$ cat src/rtl/result_argmax_capture.sv
// Consumer end of the inference result stream: frames CLASSES signed scores into one
// inference, latches the argmax index/score, drives a one-hot LED view and counts inferences.
module result_argmax_capture #(
  parameter int  CLASSES    = 10,
  parameter int  DATA_WIDTH = 16,
  parameter int  TIMEOUT    = 1024,
  localparam int IDX_WIDTH  = (CLASSES > 1) ? $clog2(CLASSES) : 1
) (
  input  logic                  clock,
  input  logic                  areset,
  input  logic                  result_valid,
  input  logic [DATA_WIDTH-1:0] result_data,
  input  logic                  clear,
  output logic                  class_valid,
  output logic [IDX_WIDTH-1:0]  class_index,
  output logic [DATA_WIDTH-1:0] class_score,
  output logic [9:0]            led,
  output logic [15:0]           inference_count,
  output logic                  frame_error
);

  localparam int TMR_WIDTH = $clog2(TIMEOUT + 1);

  typedef enum logic {
    S_IDLE  = 1'b0,
    S_ACCUM = 1'b1
  } state_t;

  state_t                r_state;
  logic [IDX_WIDTH-1:0]  r_idx;
  logic [DATA_WIDTH-1:0] r_best;
  logic [IDX_WIDTH-1:0]  r_best_idx;
  logic [TMR_WIDTH-1:0]  r_timer;
  logic                  r_class_valid;
  logic [IDX_WIDTH-1:0]  r_class_index;
  logic [DATA_WIDTH-1:0] r_class_score;
  logic [9:0]            r_led;
  logic [15:0]           r_inference_count;
  logic                  r_frame_error;

  logic                  w_score_wins;
  logic [DATA_WIDTH-1:0] w_next_best;
  logic [IDX_WIDTH-1:0]  w_next_best_idx;
  logic                  w_last_score;
  logic                  w_complete;

  // Indices 10 and above have no LED, so they fall out of the loop as all zero.
  function automatic logic [9:0] led_onehot(input logic [IDX_WIDTH-1:0] idx);
    logic [9:0] v;
    v = 10'd0;
    for (int i = 0; i < 10; i++) begin
      v[i] = (int'(idx) == i);
    end
    return v;
  endfunction

  // Post-compare best value/index as if the score on result_data were accepted now.
  always_comb begin
    w_score_wins    = ($signed(result_data) > $signed(r_best));
    w_next_best     = r_best;
    w_next_best_idx = r_best_idx;
    w_last_score    = 1'b0;
    case (r_state)
      S_IDLE: begin
        w_next_best     = result_data;
        w_next_best_idx = '0;
        w_last_score    = (CLASSES == 1);
      end
      S_ACCUM: begin
        if (w_score_wins) begin
          w_next_best     = result_data;
          w_next_best_idx = r_idx;
        end else begin
          w_next_best     = r_best;
          w_next_best_idx = r_best_idx;
        end
        w_last_score = (r_idx == IDX_WIDTH'(CLASSES - 1));
      end
      default: begin
        w_next_best     = r_best;
        w_next_best_idx = r_best_idx;
        w_last_score    = 1'b0;
      end
    endcase
    w_complete = result_valid & ~clear & w_last_score;
  end

  // Frame sequencing, inter-score timeout and the latched result registers.
  always_ff @(posedge clock or posedge areset) begin
    if (areset) begin
      r_state           <= S_IDLE;
      r_idx             <= '0;
      r_best            <= '0;
      r_best_idx        <= '0;
      r_timer           <= '0;
      r_class_valid     <= 1'b0;
      r_class_index     <= '0;
      r_class_score     <= '0;
      r_led             <= 10'd0;
      r_inference_count <= 16'd0;
      r_frame_error     <= 1'b0;
    end else begin
      r_class_valid <= w_complete;
      r_frame_error <= 1'b0;

      if (w_complete) begin
        r_class_index     <= w_next_best_idx;
        r_class_score     <= w_next_best;
        r_led             <= led_onehot(w_next_best_idx);
        r_inference_count <= r_inference_count + 16'd1;
      end

      // clear outranks a simultaneous score, which is simply dropped.
      if (clear) begin
        r_state <= S_IDLE;
        r_idx   <= '0;
        r_timer <= '0;
      end else if (result_valid) begin
        r_best     <= w_next_best;
        r_best_idx <= w_next_best_idx;
        r_timer    <= '0;
        if (w_last_score) begin
          r_state <= S_IDLE;
          r_idx   <= '0;
        end else begin
          r_state <= S_ACCUM;
          r_idx   <= r_idx + IDX_WIDTH'(1);
        end
      end else if (r_state == S_ACCUM) begin
        if (r_timer == TMR_WIDTH'(TIMEOUT - 1)) begin
          r_frame_error <= 1'b1;
          r_state       <= S_IDLE;
          r_idx         <= '0;
          r_timer       <= '0;
        end else begin
          r_timer <= r_timer + TMR_WIDTH'(1);
        end
      end else begin
        r_timer <= '0;
      end
    end
  end

  assign class_valid     = r_class_valid;
  assign class_index     = r_class_index;
  assign class_score     = r_class_score;
  assign led             = r_led;
  assign inference_count = r_inference_count;
  assign frame_error     = r_frame_error;

endmodule

$ cat config.mk
export PLATFORM = sky130hd
export DESIGN_NAME = result_argmax_capture
export DESIGN_NICKNAME = d
export VERILOG_FILES = /design/src/rtl/result_argmax_capture.sv
export SDC_FILE = /design/constraint.sdc
export NUM_CORES = 1
export LEC_CHECK = 0
export ABC_AREA = 1
export CAP_MARGIN = 20
export CORE_MARGIN = 2
export CORE_UTILIZATION = 30
export CTS_CLUSTER_DIAMETER = 30
export DETAILED_ROUTE_END_ITERATION = 7
export SKIP_LAST_GASP = 1
export SLEW_MARGIN = 20
export SYNTH_ARGS = -nofsm -noshare
export SYNTH_HDL_FRONTEND = slang
export SYNTH_SLANG_ARGS = --single-unit
$ cat constraint.sdc
create_clock -name clock -period 7.6 [get_ports clock]
set_clock_uncertainty 0.1 [all_clocks]
set_input_delay 1.52 -clock clock [delete_from_list [all_inputs] [get_ports clock]]
set_output_delay 1.52 -clock clock [all_outputs]
set_load 0.01 [all_outputs]
==> results of run 1 <==
[synth_stat cells]
library cell / count / area (µm²)
and2_1: 1 / 6.260
buf_2: 1 / 5.000
buf_1: 2 / 7.510
buf_4: 3 / 22.52
a31oi_1: 1 / 6.260
nand2_2: 5 / 31.28
nand3_1: 16 / 80.08
o21ai_1: 34 / 170.2
inv_2: 5 / 18.77
nand3b_1: 2 / 15.01
xnor2_1: 5 / 43.79
o21bai_1: 1 / 7.510
nand4_1: 11 / 68.82
or2_2: 1 / 6.260
nor2_4: 3 / 33.78
clkbuf_1: 8 / 30.03
nor2_2: 3 / 18.77
o21a_1: 1 / 7.510
nor2_1: 43 / 161.4
dfrtp_1: 84 / 2102
inv_1: 52 / 195.2
nor4_1: 1 / 6.260
o21ai_0: 10 / 50.05
nand4_2: 1 / 12.51
xor2_1: 11 / 96.34
and3_1: 1 / 6.260
or2_4: 1 / 8.760
nand2_1: 114 / 427.9
nor3b_1: 4 / 30.03
nand3_2: 4 / 40.04
a21oi_1: 22 / 110.1
nor3_1: 8 / 40.04
ha_1: 20 / 250.2
[per-layer routing]
metal,share of wire (%),track usage [%],vias up
met4,1.3,3.520,0
met5,0,0,-
met2,46,20.61,57
met3,4.5,3.712,12
li1,-,-,1667
met1,49,17.16,1523
[layout make-up]
cell class | count | area, µm²
multi-input combinational | 324 | 1735
tap | 176 | 220.2
fill | 1347 | 8034
clock inverter | 4 | 95.09
clock buffer | 12 | 256.5
inverter | 57 | 215.2
sequential | 84 | 2102
timing repair buffer | 69 | 689.4
[sequential cells by signal, summed over array words and instances (netlist names)]
name             flops
inference_count     16
r_best              16
r_best_idx           4
class_score         16
r_state              1
class_index          4
class_valid          1
r_timer             11
frame_error          1
led                 10
r_idx                4
[how the worst max path moves through the flow]
stage,slack (ps),end,cells past startpoint
floorplan,3810,class_index[0],1
global placement,3420,inference_count[15],10
detailed placement,3360,inference_count[15],10
CTS,3700,inference_count[15],11
global route,3450,class_score[5],14
finish,3710,class_score[6],14
[worst max-delay path: stages]
cell	delay [ps]
clkdlybuf4s50_1	470
ha_1	340
nand2_1	110
inv_1	50
a21oi_1	130
nand3_1	80
nand2_1	100
nand2_1	70
nand2_2	110
nand3_2	130
nand2_2	480
nor2_1	90
a21oi_1	200
o21ai_1	80
[logic make-up after synthesis]
group | Yosys count | share of synthesized area [%]
compound gates | 69 | 8.541
flops | 84 | 51.06
buf+inv | 71 | 6.778
xor+xnor | 16 | 3.404
simple gates | 219 | 24.13
fa+ha+maj | 20 | 6.079
[through the flow]
| stage | utilization, % | hold WS, ps | total power (W) | cells |
|---|---|---|---|---|
| 3_5_place_dp | 37.15 | 363.1 | 0.0006553 | 710 |
| 6_report | 39.81 | 373.7 | 0.001155 | 726 |
| 3_3_place_gp | 37.15 | 344.4 | 0.0006508 | 710 |
| 5_1_grt | 39.81 | 389.1 | 0.001212 | 726 |
| 2_1_floorplan | - | 331.9 | 0.0006057 | 479 |
| 4_1_cts | 39.78 | 375.0 | 0.001167 | 726 |
[placed cells by master, fill, tap and decap left out, types with 16 or more instances in the layout]
cell,count
nor2_1,43
o21ai_1,34
nand2_1,114
nand3_1,16
a21oi_1,22
clkdlybuf4s50_1,67
inv_1,51
ha_1,20
dfrtp_1,84
[report_power, final]
part	switching (W)	internal (W)	total, W
clock	0.000170	0.000339	0.000508
sequential	0.0000156	0.000471	0.000486
combinational	0.0000995	0.0000612	0.000161
==> impl_metrics.env, run 1 <==
export IMPL_drt_iter0_markers=235
export IMPL_place_hpwl_mm=6.274
export IMPL_end_kind="flip-flop"
export IMPL_grt_pass1_wl_mm=15.13
export IMPL_synth_seq_cells=84
export IMPL_rsz0062_at_grt="false"
export IMPL_post_route_cell_area_um2=5314
export IMPL_h_tree_depth=3
export IMPL_routedWlPerCell_um=12.28
export IMPL_portBuffers=67
export IMPL_tightest_slew_ps=800.6
export IMPL_syn_inst=479
export IMPL_maxSlewHeadroom_pct=46.55
export IMPL_setup_ws_ps=3713
export IMPL_hold_end="inference_count[15]"
export IMPL_gp_congestion=0.7449
export IMPL_maxCapViolations=0
export IMPL_overflow=0
export IMPL_min_path_type="flip-flop to flip-flop"
export IMPL_fp_dieW_um=121.1
export IMPL_crit_arrival_ps=3970
export IMPL_rr_startpoint="r_idx[1]"
export IMPL_finalCritPeriodShare_pct=51.15
export IMPL_cts_tree="built"
export IMPL_synth_fp_nets=519
export IMPL_drive_above_1_share_pct=7.455
export IMPL_grt_pass1_vias=3199
export IMPL_path_max_fanout=32
export IMPL_ys_seq_area_share_pct=51.06
export IMPL_dpl_cell_area_um2=4959
export IMPL_ff2ff_setup_slack_ps=4950
export IMPL_post_cts_resized=0
export IMPL_vias_per_cell=4.489
export IMPL_cts_buffers=9
export IMPL_ys_types=33
export IMPL_start_util_pct=30.84
export IMPL_r2r_cells=10
export IMPL_core_area_um2=13350
export IMPL_avgSynthCellArea_um2=8.594
export IMPL_reg2reg_to="inference_count[15]"
export IMPL_syn_to_final_growth_pct=29.09
export IMPL_nNetsFinal=585
export IMPL_clk_path_buf_depth=2
export IMPL_drv_slew=0
export IMPL_root_buffer="clkbuf_16"
export IMPL_final_setup_viol_count=0
export IMPL_min_path_cells=1
export IMPL_dpl_worst_slack_ps=3362
export IMPL_p_leak_nw=2.550
export IMPL_grt_max_degree=85
export IMPL_worstPathRequired_ps=7680
export IMPL_cts_hold_fix_buffers=0
export IMPL_hp_start="inference_count[15]"
export IMPL_tns_ps=0
export IMPL_drc_errors=0
export IMPL_crit_path_start_kind="input pin"
export IMPL_clk_latency_ps=330
export IMPL_vdd_drop_max_mv=0.1093
export IMPL_track_usage_pct=12.91
export IMPL_period_needed_ps=3887
export IMPL_fmax_mhz=257.3
export IMPL_ys_warn_count=0
export IMPL_status="finished, final reports clean"
export IMPL_cts_sinks=84
export IMPL_antenna_found_initial=0
export IMPL_die_area_um2=14670
export IMPL_hold_violations=0
export IMPL_startpoint="result_data[7]"
export IMPL_post_cts_buffers=0
export IMPL_drtAntennaViolNets=0
export IMPL_synth_area_um2=4116
export IMPL_path_clk_slew_ps=60
export IMPL_path_class="input pin to flip-flop"
export IMPL_io_pins=68
export IMPL_antenna_cells=0
export IMPL_vias=3259
export IMPL_powerDensity_nw_per_um2=217.4
export IMPL_first_pass_iters=4
export IMPL_drt_wl_total_mm=8.917
export IMPL_die_h_um=121.1
export IMPL_row_count=42
No activity file was read; power rests on OpenSTA's default activity.
==> run 2, diff against run 1 <==
clock period = 4.1 ns   (was 7.6 ns; I/O delays follow)
==> impl_metrics.env, run 2 (synthesis gave the netlist of run 1 again) <==
export IMPL_path_clk_slew_ps=60
export IMPL_antenna_cells=0
export IMPL_met2_usage_pct=20.26
export IMPL_drt_wl_total_mm=8.655
export IMPL_drtAntennaViolNets=0
export IMPL_startpoint="result_data[7]"
export IMPL_routedWlPerCell_um=11.91
export IMPL_min_path_type="flip-flop to flip-flop"
export IMPL_portBuffers=67
export IMPL_power_w=0.002079
export IMPL_core_area_um2=13350
export IMPL_crit_path_start_kind="input pin"
export IMPL_finalCritPeriodShare_pct=75.32
export IMPL_ff2ff_setup_slack_ps=1570
export IMPL_maxSlewHeadroom_pct=62.08
export IMPL_die_area_um2=14670
export IMPL_final_cell_mix="114 x nand2_1, 84 x dfrtp_1, 67 x clkdlybuf4s50_1, 51 x inv_1, 43 x nor2_1"
export IMPL_drive_above_1_share_pct=7.804
export IMPL_syn_to_final_growth_pct=28.69
export IMPL_multi_input_area_um2=1735
export IMPL_fillers=1352
export IMPL_fp_dieW_um=121.1
export IMPL_tightest_slew_ps=566.8
export IMPL_crit_end="class_score[13]"
export IMPL_r2r_cells=14
export IMPL_reg2reg_to="class_score[13]"
export IMPL_io_pins=68
export IMPL_final_setup_viol_count=0
export IMPL_hold_violations=0
export IMPL_use_met1_pct=17.04
export IMPL_clk_latency_ps=340
export IMPL_ff_latch_area_um2=2102
export IMPL_end_kind="flip-flop"
export IMPL_row_count=42
export IMPL_setup_ws_ps=1012
export IMPL_die_h_um=121.1
export IMPL_root_buffer="clkbuf_16"
export IMPL_vdd_drop_max_mv=0.1971
export IMPL_p_leak_nw=2.540
export IMPL_rr_startpoint="r_best[7]"
export IMPL_vias_per_cell=4.466
export IMPL_drc_errors=0
export IMPL_cts_hold_fix_buffers=0
export IMPL_maxCapViolations=0
export IMPL_nNetsFinal=587
export IMPL_first_pass_iters=4
export IMPL_gr_max_usage_layer="met2"
export IMPL_post_cts_resized=0
export IMPL_status="finished, final reports clean"
export IMPL_h_tree_depth=3
export IMPL_crit_arrival_ps=3190
export IMPL_powerDensity_nw_per_um2=392.4
export IMPL_grt_pass1_vias=3263
export IMPL_rsz0062_at_grt="false"
export IMPL_drv_slew=0
export IMPL_vias=3247
export IMPL_start_util_pct=30.84
export IMPL_gr_usage_met3_pct=3.055
export IMPL_cts_tree="built"
export IMPL_tns_ps=0
export IMPL_clk_path_buf_depth=2
export IMPL_grt_max_degree=50
export IMPL_dpl_worst_slack_ps=623.2
export IMPL_worstPathRequired_ps=4200
export IMPL_drt_iter0_markers=168
export IMPL_gp_congestion=0.7878
export IMPL_overflow=0
export IMPL_period_needed_ps=3088
export IMPL_track_usage_pct=12.87
export IMPL_layout_commonest_cell="nand2_1"
export IMPL_antenna_found_initial=0
export IMPL_fmax_mhz=323.8
export IMPL_place_hpwl_mm=6.326
export IMPL_cts_buffers=9
export IMPL_path_max_fanout=32
export IMPL_post_cts_buffers=0
export IMPL_grt_pass1_wl_mm=15.10
export IMPL_cts_sinks=84
export IMPL_path_class="input pin to flip-flop"
run 2: changes by cell type in the layout (fill, tap and decap cells not counted), sizes merged:
cell	change
clkbuf	-2
buf	+2
clkinvlp	+1
bufinv	-1
inv	+1
run 2: how the worst min path moves through the flow:
stage                      end  startpoint  slack [ps]  depth (start not counted)
floorplan           r_timer[0]  r_timer[0]         330                          1
global placement    r_timer[0]  r_timer[0]         350                          1
detailed placement  r_timer[0]  r_timer[0]         350                          1
CTS                 r_timer[0]  r_timer[0]         360                          1
global route        r_timer[0]  r_timer[0]         380                          1
finish              r_timer[0]  r_timer[0]         360                          1
run 2: worst max-delay path, stage by stage:
cell and delay (ps):
clkdlybuf4s50_1 440, ha_1 320, nand2_1 100, inv_1 40, a21oi_1 140, nand3_1 90, nand2_1 100, nand2_1 70
nand2_2 110, nand3_2 120, nand2_2 460, nor2_1 90, a21oi_1 200, o21ai_1 90
run 2: final cells by class:
cell class	instances	area share, %
clock buffers	10	4.511
clock inverters	5	1.606
inverters	57	4.062
multi-input cells	324	32.76
flip-flops and latches	84	39.68
well taps	176	4.157
repair buffers	71	13.23
run 2: per-layer routing:
layer | part of all wire (%) | vias up | routed length, µm
met1 | 49 | 1510 | 4235
li1 | - | 1676 | -
met2 | 44 | 52 | 3851
met3 | 4.8 | 9 | 417
met4 | 1.7 | 0 | 150
met5 | 0 | - | 0
run 2: stage by stage:
| step | instances | area (µm²) | hold WS [ps] | util [%] |
|---|---|---|---|---|
| floorplan | 479 | 4116 | 331.9 | - |
| global placement | 712 | 4974 | 348.1 | 37.26 |
| detailed placement | 712 | 4974 | 347.4 | 37.26 |
| CTS | 727 | 5298 | 357.4 | 39.69 |
| global route | 727 | 5298 | 383.9 | 39.69 |
| finish | 727 | 5298 | 355.9 | 39.69 |
run 2: power by group:
part           switching (W)  total (W)  internal, W
Clock               0.000334   0.000884     0.000550
Combinational       0.000181   0.000295     0.000114
Sequential         0.0000273   0.000900     0.000872
Total               0.000543    0.00208      0.00154
